<file path="config.mk">
export PLATFORM = sky130hd
export DESIGN_NAME = mole_field_ctrl
export DESIGN_NICKNAME = d
export VERILOG_FILES = /design/src/rtl/mole_pkg.sv /design/src/rtl/mole_hole.sv /design/src/rtl/mole_field_ctrl.sv
export SDC_FILE = /design/constraint.sdc
export NUM_CORES = 1
export LEC_CHECK = 0
export CAP_MARGIN = 0
export CORE_AREA = 3 3 147 121
export CTS_CLUSTER_SIZE = 14
export DETAILED_ROUTE_END_ITERATION = 12
export DIE_AREA = 0 0 150 124
export SLEW_MARGIN = 0
export SYNTH_ARGS = -nofsm -noshare
export SYNTH_HDL_FRONTEND = slang
export SYNTH_SLANG_ARGS = --single-unit
</file>
<file path="constraint.sdc">
create_clock -name clock -period 4.5 [get_ports clock]
set_input_delay 0.45 -clock clock [delete_from_list [all_inputs] [get_ports clock]]
set_output_delay 0.45 -clock clock [all_outputs]
set_load 0.02 [all_outputs]
</file>
<file path="src/rtl/mole_pkg.sv">
// Shared types and helpers for the whack-a-mole playfield engine.
// Hole states, LFSR taps, default parameters and saturating arithmetic.
package mole_pkg;

  typedef enum logic [1:0] {
    EMPTY = 2'd0,
    UP    = 2'd1,
    COOL  = 2'd2
  } hole_state_t;

  // Galois form of x^16 + x^14 + x^13 + x^11 + 1
  localparam logic [15:0] LFSR_TAPS = 16'hB400;

  localparam int          DEF_N_HOLES     = 5;
  localparam int          DEF_TICK_CYCLES = 50000000;
  localparam int          DEF_UP_TICKS    = 3;
  localparam int          DEF_COOL_TICKS  = 1;
  localparam int          DEF_SPAWN_TICKS = 1;
  localparam int          DEF_SCORE_W     = 8;
  localparam logic [15:0] DEF_LFSR_SEED   = 16'hACE1;

  function automatic logic [31:0] sat_inc(
    input logic [31:0] v,
    input logic [31:0] n,
    input logic [31:0] maxv
  );
    if (maxv - v < n) return maxv;
    return v + n;
  endfunction

  function automatic logic [31:0] sat_dec(
    input logic [31:0] v,
    input logic [31:0] n
  );
    if (v < n) return 32'd0;
    return v - n;
  endfunction

  function automatic logic [15:0] lfsr_step(
    input logic [15:0] s
  );
    return {1'b0, s[15:1]} ^ (s[0] ? LFSR_TAPS : 16'h0);
  endfunction

endpackage

</file>
<file path="src/rtl/mole_hole.sv">
// One playfield hole: EMPTY/UP/COOL state plus its tick timer.
// A hit always beats a same-cycle expiry, so no escape is reported then.
module mole_hole
  import mole_pkg::*;
#(
  parameter int UP_TICKS   = DEF_UP_TICKS,
  parameter int COOL_TICKS = DEF_COOL_TICKS
) (
  input  logic clock,
  input  logic reset,
  input  logic clear,
  input  logic tick,
  input  logic spawn,
  input  logic hit,
  output logic up,
  output logic escape
);

  localparam int TMAX =
    (UP_TICKS > COOL_TICKS) ? UP_TICKS : COOL_TICKS;
  localparam int TW = $clog2(TMAX + 1);

  hole_state_t   state_q;
  logic [TW-1:0] timer_q;
  logic          expire;

  assign expire = tick && (timer_q <= TW'(1));
  assign up     = (state_q == UP);
  assign escape = up && expire && !hit;

  always_ff @(posedge clock or posedge reset) begin
    if (reset) begin
      state_q <= EMPTY;
      timer_q <= '0;
    end else if (clear) begin
      state_q <= EMPTY;
      timer_q <= '0;
    end else begin
      unique case (state_q)
        EMPTY: begin
          if (spawn) begin
            state_q <= UP;
            timer_q <= TW'(UP_TICKS);
          end
        end
        UP: begin
          if (hit || expire) begin
            state_q <= COOL;
            timer_q <= TW'(COOL_TICKS);
          end else if (tick) begin
            timer_q <= timer_q - TW'(1);
          end
        end
        COOL: begin
          if (expire) begin
            state_q <= EMPTY;
            timer_q <= '0;
          end else if (tick) begin
            timer_q <= timer_q - TW'(1);
          end
        end
        default: begin
          state_q <= EMPTY;
          timer_q <= '0;
        end
      endcase
    end
  end

endmodule

</file>
<file path="src/rtl/mole_field_ctrl.sv">
// Whack-a-mole playfield: tick divider, LFSR spawner, N holes, counters.
// Define MOLE_MISS_PENALTY_EN to make each miss also take a point off score.
module mole_field_ctrl
  import mole_pkg::*;
#(
  parameter int          N_HOLES     = DEF_N_HOLES,
  parameter int          TICK_CYCLES = DEF_TICK_CYCLES,
  parameter int          UP_TICKS    = DEF_UP_TICKS,
  parameter int          COOL_TICKS  = DEF_COOL_TICKS,
  parameter int          SPAWN_TICKS = DEF_SPAWN_TICKS,
  parameter int          SCORE_W     = DEF_SCORE_W,
  parameter logic [15:0] LFSR_SEED   = DEF_LFSR_SEED
) (
  input  logic                       clock,
  input  logic                       reset,
  input  logic                       clear,
  input  logic                       enable,
  input  logic                       whack_valid,
  input  logic [$clog2(N_HOLES)-1:0] whack_idx,
  output logic [N_HOLES-1:0]         mole_up,
  output logic                       hit_pulse,
  output logic                       miss_pulse,
  output logic                       escape_pulse,
  output logic [SCORE_W-1:0]         score,
  output logic [SCORE_W-1:0]         misses,
  output logic [SCORE_W-1:0]         escapes,
  output logic                       tick
);

  localparam int IDX_W = $clog2(N_HOLES);
  localparam int DIV_W =
    (TICK_CYCLES > 1) ? $clog2(TICK_CYCLES) : 1;
  localparam int SPN_W =
    (SPAWN_TICKS > 1) ? $clog2(SPAWN_TICKS) : 1;
  localparam logic [31:0] SAT_MAX =
    (32'd1 << SCORE_W) - 32'd1;

  logic [15:0]        lfsr_q;
  logic [DIV_W-1:0]   div_q, div_d;
  logic [SPN_W-1:0]   spn_q, spn_d;
  logic [SCORE_W-1:0] score_q, misses_q, escapes_q;
  logic               hit_q, miss_q, esc_q;

  logic               tick_w, spawn_go, whack_go;
  logic               hit_w, miss_w;
  logic [7:0]         cand;
  logic [N_HOLES-1:0] up_vec, esc_vec, hit_vec, spawn_vec;
  logic [31:0]        esc_n, score_t, misses_t, escapes_t;

  assign tick_w   = enable && !clear && (div_q == '0);
  assign spawn_go = tick_w && (spn_q == '0);
  assign whack_go = enable && whack_valid && !clear;
  assign cand     = lfsr_q[7:0] % 8'(N_HOLES);

  for (genvar g = 0; g < N_HOLES; g++) begin : g_hole
    assign hit_vec[g] =
      whack_go && (whack_idx == IDX_W'(g)) && up_vec[g];
    assign spawn_vec[g] = spawn_go && (cand == 8'(g));

    mole_hole #(
      .UP_TICKS  (UP_TICKS),
      .COOL_TICKS(COOL_TICKS)
    ) u_hole (
      .clock (clock),
      .reset (reset),
      .clear (clear),
      .tick  (tick_w),
      .spawn (spawn_vec[g]),
      .hit   (hit_vec[g]),
      .up    (up_vec[g]),
      .escape(esc_vec[g])
    );
  end

  // Out-of-range indices never match a hole, so they land as misses.
  assign hit_w  = |hit_vec;
  assign miss_w = whack_go && !hit_w;

  always_comb begin
    div_d = div_q;
    if (enable) begin
      div_d = (div_q == '0) ? DIV_W'(TICK_CYCLES - 1)
                            : div_q - DIV_W'(1);
    end
    spn_d = spn_q;
    if (tick_w) begin
      spn_d = (spn_q == '0) ? SPN_W'(SPAWN_TICKS - 1)
                            : spn_q - SPN_W'(1);
    end
    esc_n = '0;
    for (int i = 0; i < N_HOLES; i++) begin
      esc_n = esc_n + 32'(esc_vec[i]);
    end
    score_t = 32'(score_q);
    if (hit_w) begin
      score_t = sat_inc(score_t, 32'd1, SAT_MAX);
    end
`ifdef MOLE_MISS_PENALTY_EN
    else if (miss_w) begin
      score_t = sat_dec(score_t, 32'd1);
    end
`endif
    misses_t = 32'(misses_q);
    if (miss_w) begin
      misses_t = sat_inc(misses_t, 32'd1, SAT_MAX);
    end
    escapes_t = sat_inc(32'(escapes_q), esc_n, SAT_MAX);
  end

  always_ff @(posedge clock or posedge reset) begin
    if (reset) begin
      lfsr_q    <= LFSR_SEED;
      div_q     <= DIV_W'(TICK_CYCLES - 1);
      spn_q     <= SPN_W'(SPAWN_TICKS - 1);
      score_q   <= '0;
      misses_q  <= '0;
      escapes_q <= '0;
      hit_q     <= 1'b0;
      miss_q    <= 1'b0;
      esc_q     <= 1'b0;
    end else begin
      lfsr_q <= lfsr_step(lfsr_q);
      if (clear) begin
        div_q     <= DIV_W'(TICK_CYCLES - 1);
        spn_q     <= SPN_W'(SPAWN_TICKS - 1);
        score_q   <= '0;
        misses_q  <= '0;
        escapes_q <= '0;
        hit_q     <= 1'b0;
        miss_q    <= 1'b0;
        esc_q     <= 1'b0;
      end else begin
        div_q     <= div_d;
        spn_q     <= spn_d;
        score_q   <= score_t[SCORE_W-1:0];
        misses_q  <= misses_t[SCORE_W-1:0];
        escapes_q <= escapes_t[SCORE_W-1:0];
        hit_q     <= hit_w;
        miss_q    <= miss_w;
        esc_q     <= |esc_vec;
      end
    end
  end

  assign mole_up      = up_vec;
  assign hit_pulse    = hit_q;
  assign miss_pulse   = miss_q;
  assign escape_pulse = esc_q;
  assign score        = score_q;
  assign misses       = misses_q;
  assign escapes      = escapes_q;
  assign tick         = tick_w;

endmodule
</file>
# [Word-level counts from Yosys, hierarchy flattened]
# Index checks and enable logic that the tools add are counted.
[classes] mux=81 div=1 n_addsub=17 n_reduce_logical=67 eq_ne=33 n_lt_le_gt_ge=8 bitwise_logic=2
[op_table] cell="2-bit 2-to-1 mux" n=45
[op_table] cell="8-bit 2-to-1 mux" n=11
[op_table] cell="26-bit 2-to-1 mux" n=3
[op_table] cell="32-bit by 1-bit < comparator with 1-bit output, second input constant" n=2
[op_table] cell="2-bit case mux with 3 select lines" n=10
[op_table] cell="1-bit logical AND" n=36
[op_table] cell="32-bit by 5-bit < comparator with 1-bit output" n=1
[op_table] cell="3-bit by 2-bit inequality test with 1-bit output, second input constant" n=10
[op_table] cell="8-bit by 8-bit subtractor with 9-bit output, first input constant" n=3
[op_table] cell="26-bit logical NOT" n=1
[op_table] cell="26-bit by 1-bit subtractor with 26-bit output, second input constant" n=1
[op_table] cell="8-bit by 1-bit adder with 8-bit output, second input constant" n=2
[op_table] cell="8-bit by 2-bit equality test with 1-bit output, second input constant" n=2
[op_table] cell="16-bit 2-to-1 mux" n=1
[op_table] cell="15-bit by 16-bit XOR with 16-bit output" n=1
[op_table] cell="3-bit inequality test, second input constant" n=5
[op_table] cell="3-bit AND reduction" n=5
[op_table] cell="1-bit 2-to-1 mux" n=11
[op_table] cell="2-bit by 1-bit equality test with 1-bit output, second input constant" n=5
[op_table] cell="2-bit equality test, second input constant" n=5
[op_table] cell="2-bit by 1-bit <= comparator with 1-bit output, second input constant" n=5
[op_table] cell="2-bit logical NOT" n=5
[op_table] cell="5-bit OR reduction" n=2
[op_table] cell="2-bit by 1-bit subtractor with 2-bit output, second input constant" n=5
[op_table] cell="18 further kinds" n=32
[totals] out_inout_bits=33 in_bits=8 ff_bits=90

# [Longest topological paths before layout]
[depth] word_depth=14 mapped_depth=24 depth_no_buf=22

# [Cells and area by module]
# Synthesis repeated with hierarchy kept, for this count alone.
[unflattened] cells_unflattened=606 area_unflattened_um2=5560.3
[by_module_without_submodules] mod="mole_field_ctrl" cells_per_inst=436 area_each_um2=3971.3 seq_area_each_um2=1759.2 instances=1
[by_module_without_submodules] mod="mole_hole" cells_per_inst=34 area_each_um2=317.8 seq_area_each_um2=100.1 instances=5

# [Worst setup path after synthesis]
# No wires, ideal clock.
[synth_timing] path_kind="register to register" startpoint="register div_q[0]" endpoint="register escapes_q[6], in the netlist escapes[6]" path_stages_with_launch=25 setup_ns=0.136 synth_period_minus_slack_ns=4.908 path_buffers=2 arrival_time_ns=4.771 path_slack_ns=-0.408 path_cell_list="dfstp_2 -> inv_1 -> ha_1 -> or3b_2 -> nor3_1 -> nand2_2 -> nor4_4 -> buf_2 -> buf_2 -> o21ai_0 -> inv_1 -> nand3_1 -> inv_1 -> fa_1 -> inv_1 -> fa_1 -> inv_1 -> ha_1 -> inv_1 -> fa_1 -> nor2b_1 -> o21ai_0 -> nor2_1 -> xnor2_1 -> a21oi_1"
[synth_via] elab_chain_len=13 word_cells_on_any_way=26 cone_classes="5 x add/sub; 1 x order compare; 3 x mux; 17 x reduce/logical"
[synth_rtl] item="start, declared" line="mole_field_ctrl.sv:39" source="logic [DIV_W-1:0] div_q, div_d;"
[synth_rtl] item="start signal, assigned" line="mole_field_ctrl.sv:113" source="div_q <= DIV_W'(TICK_CYCLES - 1);"
[synth_rtl] item="start signal, assigned" line="mole_field_ctrl.sv:124" source="div_q <= DIV_W'(TICK_CYCLES - 1);"
[synth_rtl] item="start signal, assigned" line="mole_field_ctrl.sv:133" source="div_q <= div_d;"
[synth_rtl] item="26-bit logical NOT (*)" line="mole_field_ctrl.sv:50" source="assign tick_w = enable && !clear && (div_q == '0);"
[synth_rtl] item="1-bit logical AND (*)" line="mole_field_ctrl.sv:50"
[synth_rtl] item="via tick" line="mole_field_ctrl.sv:27" source="output logic tick"
[synth_rtl] item="1-bit logical AND" line="mole_hole.sv:27" source="assign expire = tick && (timer_q <= TW'(1));"
[synth_rtl] item="1-bit logical AND (2 in series)" line="mole_hole.sv:29" source="assign escape = up && expire && !hit;"
[synth_rtl] item="1-bit by 1-bit adder with 2-bit output" line="mole_field_ctrl.sv:92" source="esc_n = esc_n + 32'(esc_vec[i]);"
[synth_rtl] item="2-bit by 1-bit adder with 3-bit output" line="mole_field_ctrl.sv:92"
[synth_rtl] item="3-bit by 1-bit adder with 4-bit output" line="mole_field_ctrl.sv:92"
[synth_rtl] item="4-bit by 1-bit adder with 5-bit output (*)" line="mole_field_ctrl.sv:92"
[synth_rtl] item="32-bit by 5-bit < comparator with 1-bit output" line="mole_pkg.sv:27" source="if (maxv - v < n) return maxv;"
[synth_rtl] item="1-bit 2-to-1 mux" line="mole_pkg.sv:27"
[synth_rtl] item="8-bit 2-to-1 mux (*)" line="mole_pkg.sv:28" source="return v + n;"
[synth_rtl] item="8-bit 2-to-1 mux (*)" line="mole_field_ctrl.sv:123" source="if (clear) begin"
[synth_rtl] item="end signal, assigned" line="mole_field_ctrl.sv:137" source="escapes_q <= escapes_t[SCORE_W-1:0];"
[synth_rtl] item="end, declared" line="mole_field_ctrl.sv:41" source="logic [SCORE_W-1:0] score_q, misses_q, escapes_q;"
# The timed path passes the listed nets; every way through them passes the cells marked *.
# A chain may end at the register's enable or synchronous reset.

# [Final worst setup path]
[layout_timing] startpoint="register div_q[1]" endpoint="register escapes_q[6], in the netlist escapes[6]"
[layout_via] elab_chain_len=13 word_cells_on_any_way=26 cone_classes="5 x add/sub; 1 x order compare; 3 x mux; 17 x reduce/logical"
[layout_rtl] item="26-bit logical NOT (*)" line="mole_field_ctrl.sv:50"
[layout_rtl] item="1-bit logical AND (*)" line="mole_field_ctrl.sv:50"
[layout_rtl] item="1-bit logical AND" line="mole_hole.sv:27"
[layout_rtl] item="1-bit logical AND (2 in series)" line="mole_hole.sv:29"
[layout_rtl] item="1-bit by 1-bit adder with 2-bit output" line="mole_field_ctrl.sv:92"
[layout_rtl] item="2-bit by 1-bit adder with 3-bit output" line="mole_field_ctrl.sv:92"
[layout_rtl] item="3-bit by 1-bit adder with 4-bit output" line="mole_field_ctrl.sv:92"
[layout_rtl] item="4-bit by 1-bit adder with 5-bit output (*)" line="mole_field_ctrl.sv:92"
[layout_rtl] item="32-bit by 5-bit < comparator with 1-bit output" line="mole_pkg.sv:27"
[layout_rtl] item="1-bit 2-to-1 mux" line="mole_pkg.sv:27"
[layout_rtl] item="8-bit 2-to-1 mux (*)" line="mole_pkg.sv:28"
[layout_rtl] item="8-bit 2-to-1 mux (*)" line="mole_field_ctrl.sv:123"
# Every way passes the cells marked *; elsewhere a longest branch is shown, timed or not.

==> reports/metrics.csv <==
metric,value,unit
status,"complete, no violations",
vias,5094,
synth-edff-count,0,
critPathArrivalTime,4.59,ns
ys_seq_area_share,39.65,%
clk_latency,0.35,ns
critPathCaptureType,flip-flop,
clock.fmax,0.2282,GHz
start_kind,flip-flop,
cts_root_buf,clkbuf_16,
maxSlewViolCount,0,
grt_usage,15.06,%
async_flop_share,100.0,%
avgSynthCellArea,8.570,um^2
ys_types,75,
port_buffers,40,
core_area,16400,um^2
yosys.area.top_type,dfrtp_1,
clk_pin_slew,0.06,ns
slew_headroom,32.26,%
setup_viol,0,
die_x,150,um
grt_pass1_wl,22990,um
final_common_cell,dfrtp_1,
worst_pin_slew,1.012,ns
path_cells,"inv_1, ha_2, or3b_4, nor3_4, nand2_2, nor4_4, o21ai_2, inv_1, nand3_1, inv_1, fa_1, inv_2, fa_1, inv_2, ha_4, inv_1, fa_2, nor2b_2, o21ai_2, nor2_1, xnor2_1, a21oi_1",
postRouteAntennaNets,0,
synth.area.top_cells,"dfrtp_1 28%, dfstp_2 12%, a21oi_1 5.5%",
hold_violations,0,
drt-total-wl,13920,um
area_growth,19.52,%
cts_tree,built,
initial_core_util,34.76,%
diodes,0,
globalplace.congestion,0.8129,
clkSinkCount,89,
postLayoutCoreUtil,41.54,%
h-tree-depth,3,
criticalPathCategory,reg -> reg,
synth_warnings,0,
drcViolationCount,0,
ys_ff_latch,89,
cp.required,4.71,ns
dr.pass1.iters,5,
post-dp-hpwl,9860,um
period_share,97.37,%
finalNetCount,739,
clockBufferDepth,2,
layout_common_cells,"63 x dfrtp_1, 62 x a21oi_1, 60 x nor2_1, 50 x nand2_1, 41 x o21ai_0",
setup_tns,0,ns
fill_cells,1634,
overflow,0,
cp_max_fo,4,
rsz0062_at_grt,yes,
die_y,124,um
die_area,18600,um^2
netlist_instances,665,
clock_skew,0.009696,ns
cp_common_cell,inv_1,
netlist_area,5699,um^2
antenna_found_initial,0,
max_cap_viol_count,0,
io_pins,41,
cpPeakStageDelay,0.43,ns
rows,42,
cts_inserted_buffers,9,
crit_family,simple AND/OR/NAND/NOR gates,
r2r_setup_slack,0.12,ns
drtIter0Drc,348,
cp_slowest_cell,nor4_4,
grt_pass1_vias,4707,
synth_ff_type,dfrtp_1,
holdWs,0.3503,ns
critical_path_buf_inv_count,6,
layout-drive-gt1-share,14.55,%
routedWlPerCell,14.89,um
finalCriticalPeriod,4.382,ns
grt_max_degree,46,
p_leak,0.002773,uW
synth_nets,694,
yosysTopAreaCellShare,27.66,%
hold_path.class,reg -> reg,
power_density,244.7,nW/um^2
max-vdd-ir-drop,0.1746,mV
via_per_inst,5.448,
Yosys cell counts, types with 4 or more instances:
cell type and count:
a211oi_1 7, a21oi_1 63, a22oi_1 6, a31oi_1 15, and3_1 7, and4_1 5, buf_2 5, buf_4 6
clkbuf_1 19, dfrtp_1 63, dfstp_2 26, ha_1 18, inv_1 39, mux2i_1 6, nand2_1 51, nand2b_1 15
nand3_1 28, nand4_1 7, nor2_1 61, nor2b_1 15, nor3_1 32, nor3b_1 7, o211ai_1 6, o21ai_0 44
o22a_1 5, o31ai_1 4, or2_2 4, or3_1 7, xnor2_1 9, xor2_1 9
through the flow:
step / area, um^2 / cells / worst slack (ns) / power, uW
after floorplan: 5719 / 665 / 0.03709 / 895.9
after global placement: 6381 / 912 / 0.1820 / 929.0
after detailed placement: 6381 / 912 / 0.06354 / 932.2
after CTS: 6676 / 928 / 0.04708 / 1692
after global routing: 6812 / 935 / -0.1031 / 1735
final: 6812 / 935 / 0.1182 / 1667
layout make-up:
type                    count  area [um^2]  area share (%)
multi-input cells         504         3234           47.48
flip-flops and latches     89         2260           33.17
repair buffers             66        595.6           8.744
well taps                 220        275.3           4.041
clock buffers              10        229.0           3.362
inverters                  40        151.4           2.223
clock inverters             6        66.31          0.9735
logic make-up after synthesis:
kind of cell	after synthesis	synth area share, %
xor gates and xnor gates	18	2.766
adders and majority gates	22	5.181
buffers and inverters	72	5.247
and+or+nand+nor	268	24.94
muxes	7	1.449
AOI/OAI and AO/OA	189	20.77
DFF	89	39.65
layer usage:
layer	wire length, um	vias up	GRT usage, %
met5	0	-	0
met4	129	0	3.543
met3	681	13	3.638
met2	6435	109	23.91
met1	6678	2476	20.87
li1	-	2496	-
registers in the layout, summed over array words and instances (netlist names):
| signal | count |
|---|---|
| hit_pulse | 1 |
| score | 8 |
| g_hole.u_hole.timer_q | 10 |
| escapes | 8 |
| miss_pulse | 1 |
| div_q | 26 |
| lfsr_q | 16 |
| misses | 8 |
| g_hole.u_hole.state_q | 10 |
| escape_pulse | 1 |
worst paths after layout:
path	to	cells after the start	startpoint
worst max-delay path	escapes[6]	22	div_q[1]
worst min-delay path	lfsr_q[7]	0	lfsr_q[8]
worst max register to register	escapes[6]	22	div_q[1]
worst min register to register	lfsr_q[7]	0	lfsr_q[8]
max in group asynchronous	escapes[3]	3	reset
min in group asynchronous	lfsr_q[2]	2	reset
what timing repair did:
item,in CTS,in global routing
setup buffers,0,7
hold buffers,0,0
endpoints found under the setup margin,0,8
resized for setup,0,25
report_power, final:
part | internal, uW | switching [uW] | leakage, uW
registers | 816 | 10.8 | 0.00115
clock network | 431 | 319 | 0.000135
logic | 30.3 | 59.5 | 0.00149
total | 1280 | 389 | 0.00277
(Power assumes the default switching activity.)
